File: src/rtl/instr_fetch_pkg.sv
// -----------------------------------------------------------------------------
// instr_fetch_pkg
// Shared definitions for the instruction-fetch unit: FSM state encoding,
// instruction field positions, the default reset PC and the branch-offset
// helper used by next-PC selection.
// -----------------------------------------------------------------------------
package instr_fetch_pkg;

   // FSM state encoding. FAULT is only reachable when IFETCH_TIMEOUT_EN is set.
   localparam logic [1:0] RESET_S = 2'd0;
   localparam logic [1:0] FETCH   = 2'd1;
   localparam logic [1:0] EXEC    = 2'd2;
   localparam logic [1:0] FAULT   = 2'd3;

   // Instruction field positions
   localparam int OP_MSB    = 31;
   localparam int OP_LSB    = 26;
   localparam int FUNCT_MSB = 5;
   localparam int FUNCT_LSB = 0;

   localparam logic [31:0] RESET_PC_DEFAULT = 32'h0000_0000;

   // Sign-extended 16-bit immediate scaled to a byte offset (imm << 2).
   function automatic logic signed [31:0] branch_offset(input logic signed [15:0] imm);
      logic signed [31:0] ext;
      ext = {{16{imm[15]}}, imm};
      return ext <<< 2;
   endfunction

endpackage

File: src/rtl/instr_fetch_pc_next.sv
// -----------------------------------------------------------------------------
// pc_next
// Purely combinational next-PC selection. Priority: jump, then branch, then
// sequential. All additions wrap modulo 2^32.
//   pc        in   current PC
//   instr     in   held instruction word
//   pcsrc     in   branch taken
//   jump      in   jump taken
//   pc_plus4  out  PC + 4
//   pc_target out  selected next PC
// -----------------------------------------------------------------------------
module pc_next
   import instr_fetch_pkg::*;
(
   input  logic [31:0] pc,
   input  logic [31:0] instr,
   input  logic        pcsrc,
   input  logic        jump,
   output logic [31:0] pc_plus4,
   output logic [31:0] pc_target
);

   // The opcode field does not take part in target selection.
   logic unused_opcode;
   assign unused_opcode = ^instr[OP_MSB:OP_LSB];

   always_comb begin
      pc_plus4 = pc + 32'd4;
      if (jump) begin
         // Region bits come from PC+4, not PC.
         pc_target = {pc_plus4[31:28], instr[25:0], 2'b00};
      end else if (pcsrc) begin
         pc_target = pc_plus4 + $unsigned(branch_offset(instr[15:0]));
      end else begin
         pc_target = pc_plus4;
      end
   end

endmodule

File: src/rtl/instr_fetch.sv
// -----------------------------------------------------------------------------
// instr_fetch
// Instruction fetch unit: requests a word at PC, holds it in Instr while the
// controller executes it, then advances PC (jump / branch / sequential).
// Optional feature macro: IFETCH_TIMEOUT_EN -- bounds the wait for imem_ack to
// TIMEOUT_CYCLES and parks in a sticky FAULT state on expiry. Without it the
// fetch waits indefinitely and fetch_fault is tied low.
// Ports:
//   clk, rst_n            clock, asynchronous active-low reset
//   imem_req, imem_addr   fetch request / word address (= PC)
//   imem_ack, imem_rdata  read-data strobe / instruction word
//   stall                 hold the current instruction in EXEC
//   PCSrc, Jump           controller branch / jump decisions
//   Instr, Opcode, Funct  held instruction and its decoded fields
//   PC, PCPlus4           held instruction address and PC+4
//   instr_valid           Instr is valid for the controller (EXEC)
//   fetch_fault           sticky fetch timeout flag
// -----------------------------------------------------------------------------
module instr_fetch
   import instr_fetch_pkg::*;
#(
   parameter logic [31:0] RESET_PC       = RESET_PC_DEFAULT,
   parameter int          TIMEOUT_CYCLES = 16
) (
   input  logic        clk,
   input  logic        rst_n,
   output logic        imem_req,
   output logic [31:0] imem_addr,
   input  logic        imem_ack,
   input  logic [31:0] imem_rdata,
   input  logic        stall,
   input  logic        PCSrc,
   input  logic        Jump,
   output logic [31:0] Instr,
   output logic [5:0]  Opcode,
   output logic [5:0]  Funct,
   output logic [31:0] PC,
   output logic [31:0] PCPlus4,
   output logic        instr_valid,
   output logic        fetch_fault
);

   logic [1:0]  state;
   logic [31:0] pc_target;
   logic        tmo_hit;

   pc_next u_pc_next (
      .pc        (PC),
      .instr     (Instr),
      .pcsrc     (PCSrc),
      .jump      (Jump),
      .pc_plus4  (PCPlus4),
      .pc_target (pc_target)
   );

   assign Opcode      = Instr[OP_MSB:OP_LSB];
   assign Funct       = Instr[FUNCT_MSB:FUNCT_LSB];
   assign imem_addr   = PC;
   // Decoded from state so an asynchronous reset drops the request at once.
   assign imem_req    = (state == FETCH);
   assign instr_valid = (state == EXEC);

`ifdef IFETCH_TIMEOUT_EN
   localparam int CNT_W = $clog2(TIMEOUT_CYCLES + 1);

   logic [CNT_W-1:0] tmo_cnt;

   assign tmo_hit     = (state == FETCH) && !imem_ack &&
                        ((tmo_cnt + CNT_W'(1)) == CNT_W'(TIMEOUT_CYCLES));
   assign fetch_fault = (state == FAULT);

   // Held at zero outside FETCH, so every FETCH entry starts a fresh count.
   always_ff @(posedge clk or negedge rst_n) begin
      if (!rst_n) begin
         tmo_cnt <= '0;
      end else if (state != FETCH) begin
         tmo_cnt <= '0;
      end else if (!imem_ack) begin
         tmo_cnt <= tmo_cnt + CNT_W'(1);
      end
   end
`else
   localparam int unused_timeout_cycles = TIMEOUT_CYCLES;

   assign tmo_hit     = 1'b0;
   assign fetch_fault = 1'b0;
`endif

   always_ff @(posedge clk or negedge rst_n) begin
      if (!rst_n) begin
         state <= RESET_S;
         PC    <= RESET_PC;
         Instr <= '0;
      end else begin
         case (state)
            RESET_S: state <= FETCH;
            FETCH: begin
               if (imem_ack) begin
                  Instr <= imem_rdata;
                  state <= EXEC;
               end else if (tmo_hit) begin
                  state <= FAULT;
               end
            end
            EXEC: begin
               // Stall freezes PC/Instr; branch/jump inputs are don't-care then.
               if (!stall) begin
                  PC    <= pc_target;
                  state <= FETCH;
               end
            end
            default: state <= state;  // FAULT: left only by reset
         endcase
      end
   end

endmodule

File: config.mk
export PLATFORM = sky130hd
export DESIGN_NAME = instr_fetch
export DESIGN_NICKNAME = d
export VERILOG_FILES = /design/src/rtl/instr_fetch_pkg.sv /design/src/rtl/instr_fetch_pc_next.sv /design/src/rtl/instr_fetch.sv
export SDC_FILE = /design/constraint.sdc
export NUM_CORES = 1
export LEC_CHECK = 0
export ABC_AREA = 1
export CORE_UTILIZATION = 40
export DETAILED_ROUTE_END_ITERATION = 16
export GPL_ROUTABILITY_DRIVEN = 0
export PLACE_DENSITY = 0.66
export SLEW_MARGIN = 20
export SYNTH_ARGS = -nofsm -noshare
export SYNTH_HDL_FRONTEND = slang
export SYNTH_SLANG_ARGS = --single-unit
File: constraint.sdc
create_clock -name clk -period 5.5 [get_ports clk]
set_input_delay 0.825 -clock clk [delete_from_list [all_inputs] [get_ports clk]]
set_output_delay 0.825 -clock clk [all_outputs]
set_load 0.01 [all_outputs]
## Word level (Yosys, flattened, before mapping)

Index checks and enable logic that the tools add are counted.
W data, S select, Z words.

- Add/subtract/negate cells: 2
- Multiply operators: 0
- Divide/modulo/power cells: 0
- Magnitude comparators: 0
- Equality and inequality tests: 4
- Shift-type cells: 0
- Muxes and demuxes: 5
- Bitwise gates (word level): 1
- Reductions and logical operators: 5

Operators by type and width:

| kind | number |
|---|---|
| $mux W32 | 2 |
| $add A32 B3 Y32 const B | 1 |
| $add A32 B32 Y32 | 1 |
| $pmux W2 S3 | 1 |
| $mux W2 | 2 |
| $reduce_and A2 Y1 | 2 |
| $reduce_and A3 Y1 | 1 |
| $reduce_bool A3 Y1 | 1 |
| $eq A2 B1 Y1 const B | 1 |
| $eq A2 B2 Y1 const B | 1 |
| $logic_not A2 Y1 | 1 |
| $ne A2 B1 Y1 const B | 1 |
| $ne A2 B2 Y1 const B | 1 |
| $not A1 Y1 | 1 |

- Bits in registers: 66
- Bits in latches: 0
- Bits in writable memories: 0
- Memory bits (read-only): 0
- Input port bits: 38
- Output and inout bits: 143
- Logic and storage cells: 20
- Memories: 0

## Logic depth before layout (Yosys ltp)

Gate-level depths: netlist (run 1).

- Depth in word-level cells: 4
- Depth in mapped cells: 22
- Gate-level depth less buffers: 22

## Modules after synthesis

A second synthesis (run 1) with hierarchy kept.

- Cell total of the unflattened synthesis: 1104
- Area total of the unflattened synthesis: 6816.5 µm²

By module, submodules not included:

| module | instances | cells an instance | area an instance (µm²) |
|---|---|---|---|
| pc_next | 1 | 765 | 3736.1 |
| instr_fetch | 1 | 339 | 3080.5 |

## Worst setup path after synthesis (run 1)

No wires, ideal clock.

- Path type: reg-to-reg
- Start point: reg PC[3]
- End point: reg PC[30]
- Setup time: 117 ps
- Arrival time: 2622 ps
- Slack: 2762 ps
- Stages on the path, launching flop included: 18
- Path through: dfrtp_1 > ha_1 > nand3_1 > nor2_1 > nand2_1 > inv_1 > nand4_1 > and2_1 > ha_1 > nand2_1 > nor2_1 > inv_1 > nor3_1 > nand2_1 > nand3_1 > nand3_1 > nand2_1 > nand2_1

- Longest elaborated chain between the ends: 4

Ends and longest elaborated chain:

| item | line | source |
|---|---|---|
| start, declared | instr_fetch.sv:37 | `output logic [31:0] PC,` |
| start signal, assigned | instr_fetch.sv:108 | `PC <= pc_target;` |
| $add A32 B3 Y32 | instr_fetch_pc_next.sv:28 | `pc_plus4 = pc + 32'd4;` |
| named net PCPlus4[16] | instr_fetch.sv:38 | `output logic [31:0] PCPlus4,` |
| $add A32 B32 Y32 | instr_fetch_pc_next.sv:33 | `pc_target = pc_plus4 + $unsigned(branch_offset(instr[15:0]));` |
| $mux W32 | instr_fetch_pc_next.sv:32 | `end else if (pcsrc) begin` |
| $mux W32 | instr_fetch_pc_next.sv:29 | `if (jump) begin` |

The timed path passes the listed nets, and every way through them passes these cells.
A chain may end at the register's enable or synchronous reset.

## Final worst setup path (run 1)

- Start point: reg PC[2]
- End point: out PCPlus4[29]

- Longest elaborated chain between the ends: 1

Ends and longest elaborated chain:

| item | line |
|---|---|
| $add A32 B3 Y32 | instr_fetch_pc_next.sv:28 |
| end, declared | instr_fetch.sv:38 |

No other way between the ends.

==> flow_metrics.py, run 1 <==
metrics = {
    "floorplan": {
        "io_pins": 181,
        "die_h_um": 127,
        "core-area_um2": 15300,
        "die_area_um2": 16200,
        "fp.dieW_um": 127,
        "start_util_pct": 41.0,
        "rows": 45,
    },
    "clock_tree": {
        "cts.sinks": 64,
        "cts_tree": "yes",
        "cts_made_buffers": 9,
        "post_cts_buffers": 0,
        "clkTransAtPathRegs_ns": 0.05,
        "cts_buffer_depth": 2,
        "clock-root-buffer": "clkbuf_16",
        "clock_latency_ns": 0.34,
        "hold_buffers": 0,
        "htreeDepth": 3,
        "cts-resized-gates": 0,
    },
    "sta": {
        "rsz0062_at_grt": "no",
        "fin_crit_sh_pct": 63.2,
        "fmax_mhz": 288,
        "tns_ns": 0,
        "drv_slew": 0,
        "setup_viol_count_final": 0,
        "tightest_slew_ns": 0.870,
        "min_period_ns": 3.48,
        "finalHoldViolCount": 0,
        "max_slew_margin_pct": 41.6,
        "skew_ns": 0.00563,
        "setup_slack_ns": 2.02,
    },
    "setup_path": {
        "cp.depth": 8,
        "r2r_cells": 17,
        "crit_chain": "inv_1, nor2_1, nand3_1, inv_1, nand2_1, xor2_1, inv_1, clkdlybuf4s50_1",
        "end_kind": "primary output",
        "crit_start": "PC[2]",
        "start_kind": "flip-flop",
        "crit_family": "buffers and inverters",
        "reg2reg_to": "PC[30]",
        "worstPathRequired_ns": 4.68,
        "critPathMostFrequentCell": "inv_1",
        "worstPathArrival_ns": 2.65,
        "timing.rr.start": "PC[2]",
        "cpPeakStageDelay_ns": 0.56,
        "crit_end": "PCPlus4[29]",
        "critPathBufInv": 4,
        "reg2reg_slack_ns": 2.11,
        "worst_path_max_delay_cell": "clkdlybuf4s50_1",
        "critPathKind": "reg -> out",
        "crit_fanout": 7,
    },
    "routing": {
        "ant_nets": 0,
        "wirelength_um": 20400,
        "vias": 6586,
        "drt-pass1-iter-count": 7,
        "via_per_inst": 5.07,
        "drt_iter0_markers": 784,
        "wl_per_cell_um": 15.7,
        "drc": 0,
    },
    "logic_synthesis": {
        "synth_edf_count": 0,
        "ys_warn_count": 0,
        "ys_top_cells_by_area": "dfrtp_1, nand2_1, inv_1",
        "ys_seq_area_share_pct": 25.6,
        "syn_area_per_cell_um2": 6.57,
        "synthFlopType": "dfrtp_1",
        "yosys_register_bits": 64,
        "synth-async-reset-ratio_pct": 100,
        "post-synth-top-area-cell": "dfrtp_1",
        "synth_top_area_share_pct": 25.6,
        "yosys.cell_types.count": 44,
        "syn_area_um2": 6260,
        "postSynthCellCount": 953,
    },
    "global_route": {
        "gr-usage-all-layers_pct": 26.0,
        "grt_pass1_wl_um": 32000,
        "grt_pass1_vias": 5904,
        "grt_max_degree": 65,
        "grt.overflow.total": 0,
        "antenna_found_initial": 0,
    },
    "job": {
        "cap_viol_max_count": 0,
    },
    "finish": {
        "seqCellArea_um2": 1600,
        "nFillCells": 1525,
        "num_antenna_cells": 0,
        "synthToLayoutAreaGrowth_pct": 30.6,
        "nets": 1160,
        "drive_above_1_share_pct": 7.44,
        "multi_input_area_um2": 3710,
    },
    "power_and_ir_drop": {
        "vdd_ir_drop_max_mv": 0.398,
        "p_leak_uw": 0.00401,
        "p_per_area_nw_per_um2": 742,
    },
    "place": {
        "pre_cts_ws_ns": 2.09,
        "port_buffers": 173,
        "hpwlAfterDp_um": 16500,
    },
    "run_status": {
        "status": "completed",
    },
    "hold_path": {
        "hold_class": "reg -> reg",
    },
}
## flip-flops by register name, indices dropped and copies added (netlist names)
| register | flops |
|---|---|
| state | 2 |
| PC | 30 |
| Instr | 32 |
## per-layer routing
layer  share of wire [%]  routed length [um]  up-vias  GRT usage, %
li1                    -                   -     3263             -
met1                  46                9370     2995          36.9
met2                  43                8760      301          39.5
met3                 9.2                1880       27          4.94
met4                 2.1                 429        0          9.24
met5                   0                   0        -             0
## through the flow
| stage | area, um2 | total power (uW) | instances | utilization (%) | hold slack [ns] |
|---|---|---|---|---|---|
| floorplan | 6280 | 3840 | 959 | - | 0.529 |
| global placement | 7890 | 5410 | 1285 | 51.7 | 0.516 |
| global route | 8180 | 6600 | 1300 | 53.6 | 0.555 |
| CTS | 8180 | 6030 | 1300 | 53.6 | 0.543 |
| detailed placement | 7890 | 5440 | 1285 | 51.7 | 0.526 |
| finish | 8180 | 6070 | 1300 | 53.6 | 0.539 |
## synthesized netlist by cell type (10+ instances only)
library cell / instances
nor3_1: 11
inv_1: 143
nor2_1: 85
o21ai_0: 29
mux2_2: 29
nand2_1: 257
a21oi_1: 66
xor2_1: 12
nand3_1: 69
dfrtp_1: 64
clkbuf_1: 10
buf_4: 49
nand2_2: 11
nand4_1: 13
ha_1: 36
## how the worst min path moves through the flow
stage	from	to	slack [ns]	cells past startpoint
after floorplan	rst_n	Instr[0]	0.53	0
after global placement	Instr[27]	Instr[27]	0.52	1
after detailed placement	Instr[30]	Instr[30]	0.53	1
after CTS	Instr[30]	Instr[30]	0.54	1
after global routing	Instr[28]	Instr[28]	0.56	1
final	Instr[28]	Instr[28]	0.54	1
## layout by cell type (no fill, tap or decap), types with 4 or more instances in the layout
cell             count
nand3b_1             4
a22oi_1              5
nand4_1             13
conb_1               7
nor2_1              84
clkdlybuf4s50_1    172
xnor2_1              4
a21oi_1             66
nand3_1             69
o21ai_0             29
clkbuf_16            9
ha_1                36
dfrtp_1             64
inv_1              143
nand2_1            257
buf_4                5
nor2_2               6
nand2_2             11
nor3_1              11
xor2_1              12
and2_1               5
a31oi_1              5
nor2_4               5
mux2_2              29
## kinds of logic (layout without fill, tap and decap cells)
logic type,after synthesis,after routing,share of synthesized area (%)
fa+ha+maj,37,37,7.51
mux,29,29,5.22
other cells,1,7,0.0599
flops,64,64,25.6
simple gates,473,473,32.8
compound gates,123,123,10.8
buf+inv,209,339,15.5
xor+xnor,17,17,2.50
## report_power, final
part           internal, uW  switching, uW  leakage, uW
Sequential              708            391     0.000745
Combinational          1940           2460      0.00312
Clock                   360            208     0.000139
## cell type report
| class | instances | area share (%) |
|---|---|---|
| multi-input combinational | 686 | 45.4 |
| clock inverter | 3 | 0.520 |
| sequential | 64 | 19.6 |
| tap | 211 | 3.23 |
| inverter | 146 | 6.70 |
| clock buffer | 12 | 3.01 |
| timing repair buffer | 178 | 21.6 |
No activity file was read; power rests on OpenSTA's default activity.
==> run 2, diff against run 1 <==
==> constraint.sdc (replaced) <==
create_clock -name clk -period 3.5 [get_ports clk]
set_input_delay 0.525 -clock clk [delete_from_list [all_inputs] [get_ports clk]]
set_output_delay 0.525 -clock clk [all_outputs]
set_load 0.01 [all_outputs]
==> flow_metrics.py, run 2 (synthesis gave the netlist of run 1 again) <==
metrics = {
    "run_status": {
        "status": "completed",
    },
    "routing": {
        "wirelength_um": 21300,
        "ant_nets": 0,
        "drt_iter0_markers": 681,
        "drc": 0,
        "via_per_inst": 5.05,
        "drt-pass1-iter-count": 5,
        "wl_per_cell_um": 16.2,
        "vias": 6622,
    },
    "setup_path": {
        "timing.rr.start": "PC[3]",
        "worstPathRequired_ns": 3.74,
        "worstPathArrival_ns": 3.49,
        "start_kind": "flip-flop",
        "crit_fanout": 5,
        "crit_start": "PC[3]",
        "critPathKind": "reg -> reg",
        "end_kind": "flip-flop",
    },
    "sta": {
        "min_period_ns": 3.25,
        "tns_ns": 0,
        "skew_ns": 0.00597,
        "timing.hold.ws_ns": 0.181,
        "rsz0062_at_grt": "no",
        "fmax_mhz": 308,
        "drv_slew": 0,
        "fin_crit_sh_pct": 92.7,
        "max_slew_margin_pct": 42.0,
        "finalHoldViolCount": 0,
        "tightest_slew_ns": 0.865,
        "setup_viol_count_final": 0,
    },
    "clock_tree": {
        "clock-root-buffer": "clkbuf_16",
        "cts_buffer_depth": 2,
        "cts_made_buffers": 9,
        "clkTransAtPathRegs_ns": 0.06,
        "htreeDepth": 3,
        "hold_buffers": 0,
        "cts.sinks": 64,
        "cts_tree": "yes",
        "clock_latency_ns": 0.35,
    },
    "power_and_ir_drop": {
        "p_leak_uw": 0.00406,
        "p_per_area_nw_per_um2": 1170,
        "switchingPower_uw": 4910,
        "pwr-share-seq_pct": 17.7,
        "vdd_ir_drop_max_mv": 0.422,
        "switching_share_pct": 50.5,
        "combinationalPowerShare_pct": 72.7,
        "p_int_uw": 4810,
        "power_frac_clock_pct": 9.6,
    },
    "finish": {
        "largest_reg_flops": 32,
        "final_common_cell": "nand2_1",
        "nets": 1171,
        "num_antenna_cells": 0,
        "synthToLayoutAreaGrowth_pct": 32.5,
        "final_cell_mix": "nand2_1, clkdlybuf4s50_1, inv_1",
        "regMostFlops": "Instr",
        "drive_above_1_share_pct": 9.17,
        "top_regs": "Instr x32, PC x30, state x2",
    },
    "floorplan": {
        "die_area_um2": 16200,
        "core-area_um2": 15300,
        "start_util_pct": 41.0,
        "io_pins": 181,
        "rows": 45,
        "die_h_um": 127,
        "fp.dieW_um": 127,
    },
    "place": {
        "hpwlAfterDp_um": 17100,
        "port_buffers": 173,
    },
    "global_route": {
        "gr-usage-all-layers_pct": 27.2,
        "grt.overflow.total": 0,
        "antenna_found_initial": 0,
        "grt_pass1_vias": 5975,
        "grt_max_degree": 44,
        "grt_pass1_wl_um": 33400,
    },
    "job": {
        "cap_viol_max_count": 0,
    },
    "hold_path": {
        "hold_class": "in -> async",
    },
}
==> run 2: stage by stage <==
| stage | setup WS, ns | cells | instance area (um2) | power [uW] | util, % |
|---|---|---|---|---|---|
| 3_5_place_dp | 0.176 | 1296 | 7970 | 8630 | 52.2 |
| 6_report | 0.254 | 1312 | 8290 | 9720 | 54.4 |
| 2_1_floorplan | 0.762 | 959 | 6280 | 6030 | - |
| 5_1_grt | 0.0215 | 1312 | 8290 | 10600 | 54.4 |
| 3_3_place_gp | 0.255 | 1296 | 7970 | 8580 | 52.2 |
| 4_1_cts | 0.150 | 1312 | 8270 | 9600 | 54.2 |
==> run 2: what timing repair did <==
item,4_1_cts,5_1_grt
setup buffers,0,0
resized for setup,0,9
endpoints found under the setup margin,0,5
==> run 2: cell type report <==
class	instances	area (um2)
multi-input combinational	686	3730
timing repair buffer	189	1850
clock inverter	5	56.3
sequential	64	1600
tap	211	264
clock buffer	11	243
fill	1548	6970
inverter	146	548
==> run 2: path summary, 6_finish.rpt <==
check	endpoint	slack (ns)	cells after the start
max in group asynchronous	PC[30]	2.68	2
min in group clk	Instr[28]	0.53	1
max reg2reg	PC[30]	0.25	17
min reg2reg	Instr[28]	0.53	1
min	Instr[29]	0.18	1
max	PC[30]	0.25	17
==> run 2: per-layer routing <==
metal | global-route usage [%] | vias to the layer above | share of wire, %
met5 | 0 | - | 0
met4 | 8.96 | 0 | 2.4
met3 | 5.07 | 35 | 9.2
met2 | 40.6 | 336 | 43
met1 | 39.4 | 2976 | 46
li1 | - | 3275 | -
==> run 2: power by group through the flow <==
stage	logic, uW	registers (uW)	clock network (uW)
detailed placement	6910	1710	0
CTS	6950	1710	940
global route	7820	1800	984
finish	7070	1720	930
global placement	6880	1690	0
floorplan	4300	1730	0
==> run 2: worst max-delay path, cell delays in order (launching register included) <==
cell     delay [ns]
dfrtp_2        0.41
ha_2           0.24
nand3_1        0.18
nor2_1         0.17
nand2_1        0.12
inv_1          0.12
nand3_1        0.11
and2_1         0.26
ha_1           0.41
nand2_1        0.16
nor2_4         0.18
nand2_1        0.13
nor3_1         0.20
nand2_1        0.15
nand3_1        0.11
nand3_1        0.08
nand2_1        0.07
nand2_1        0.05
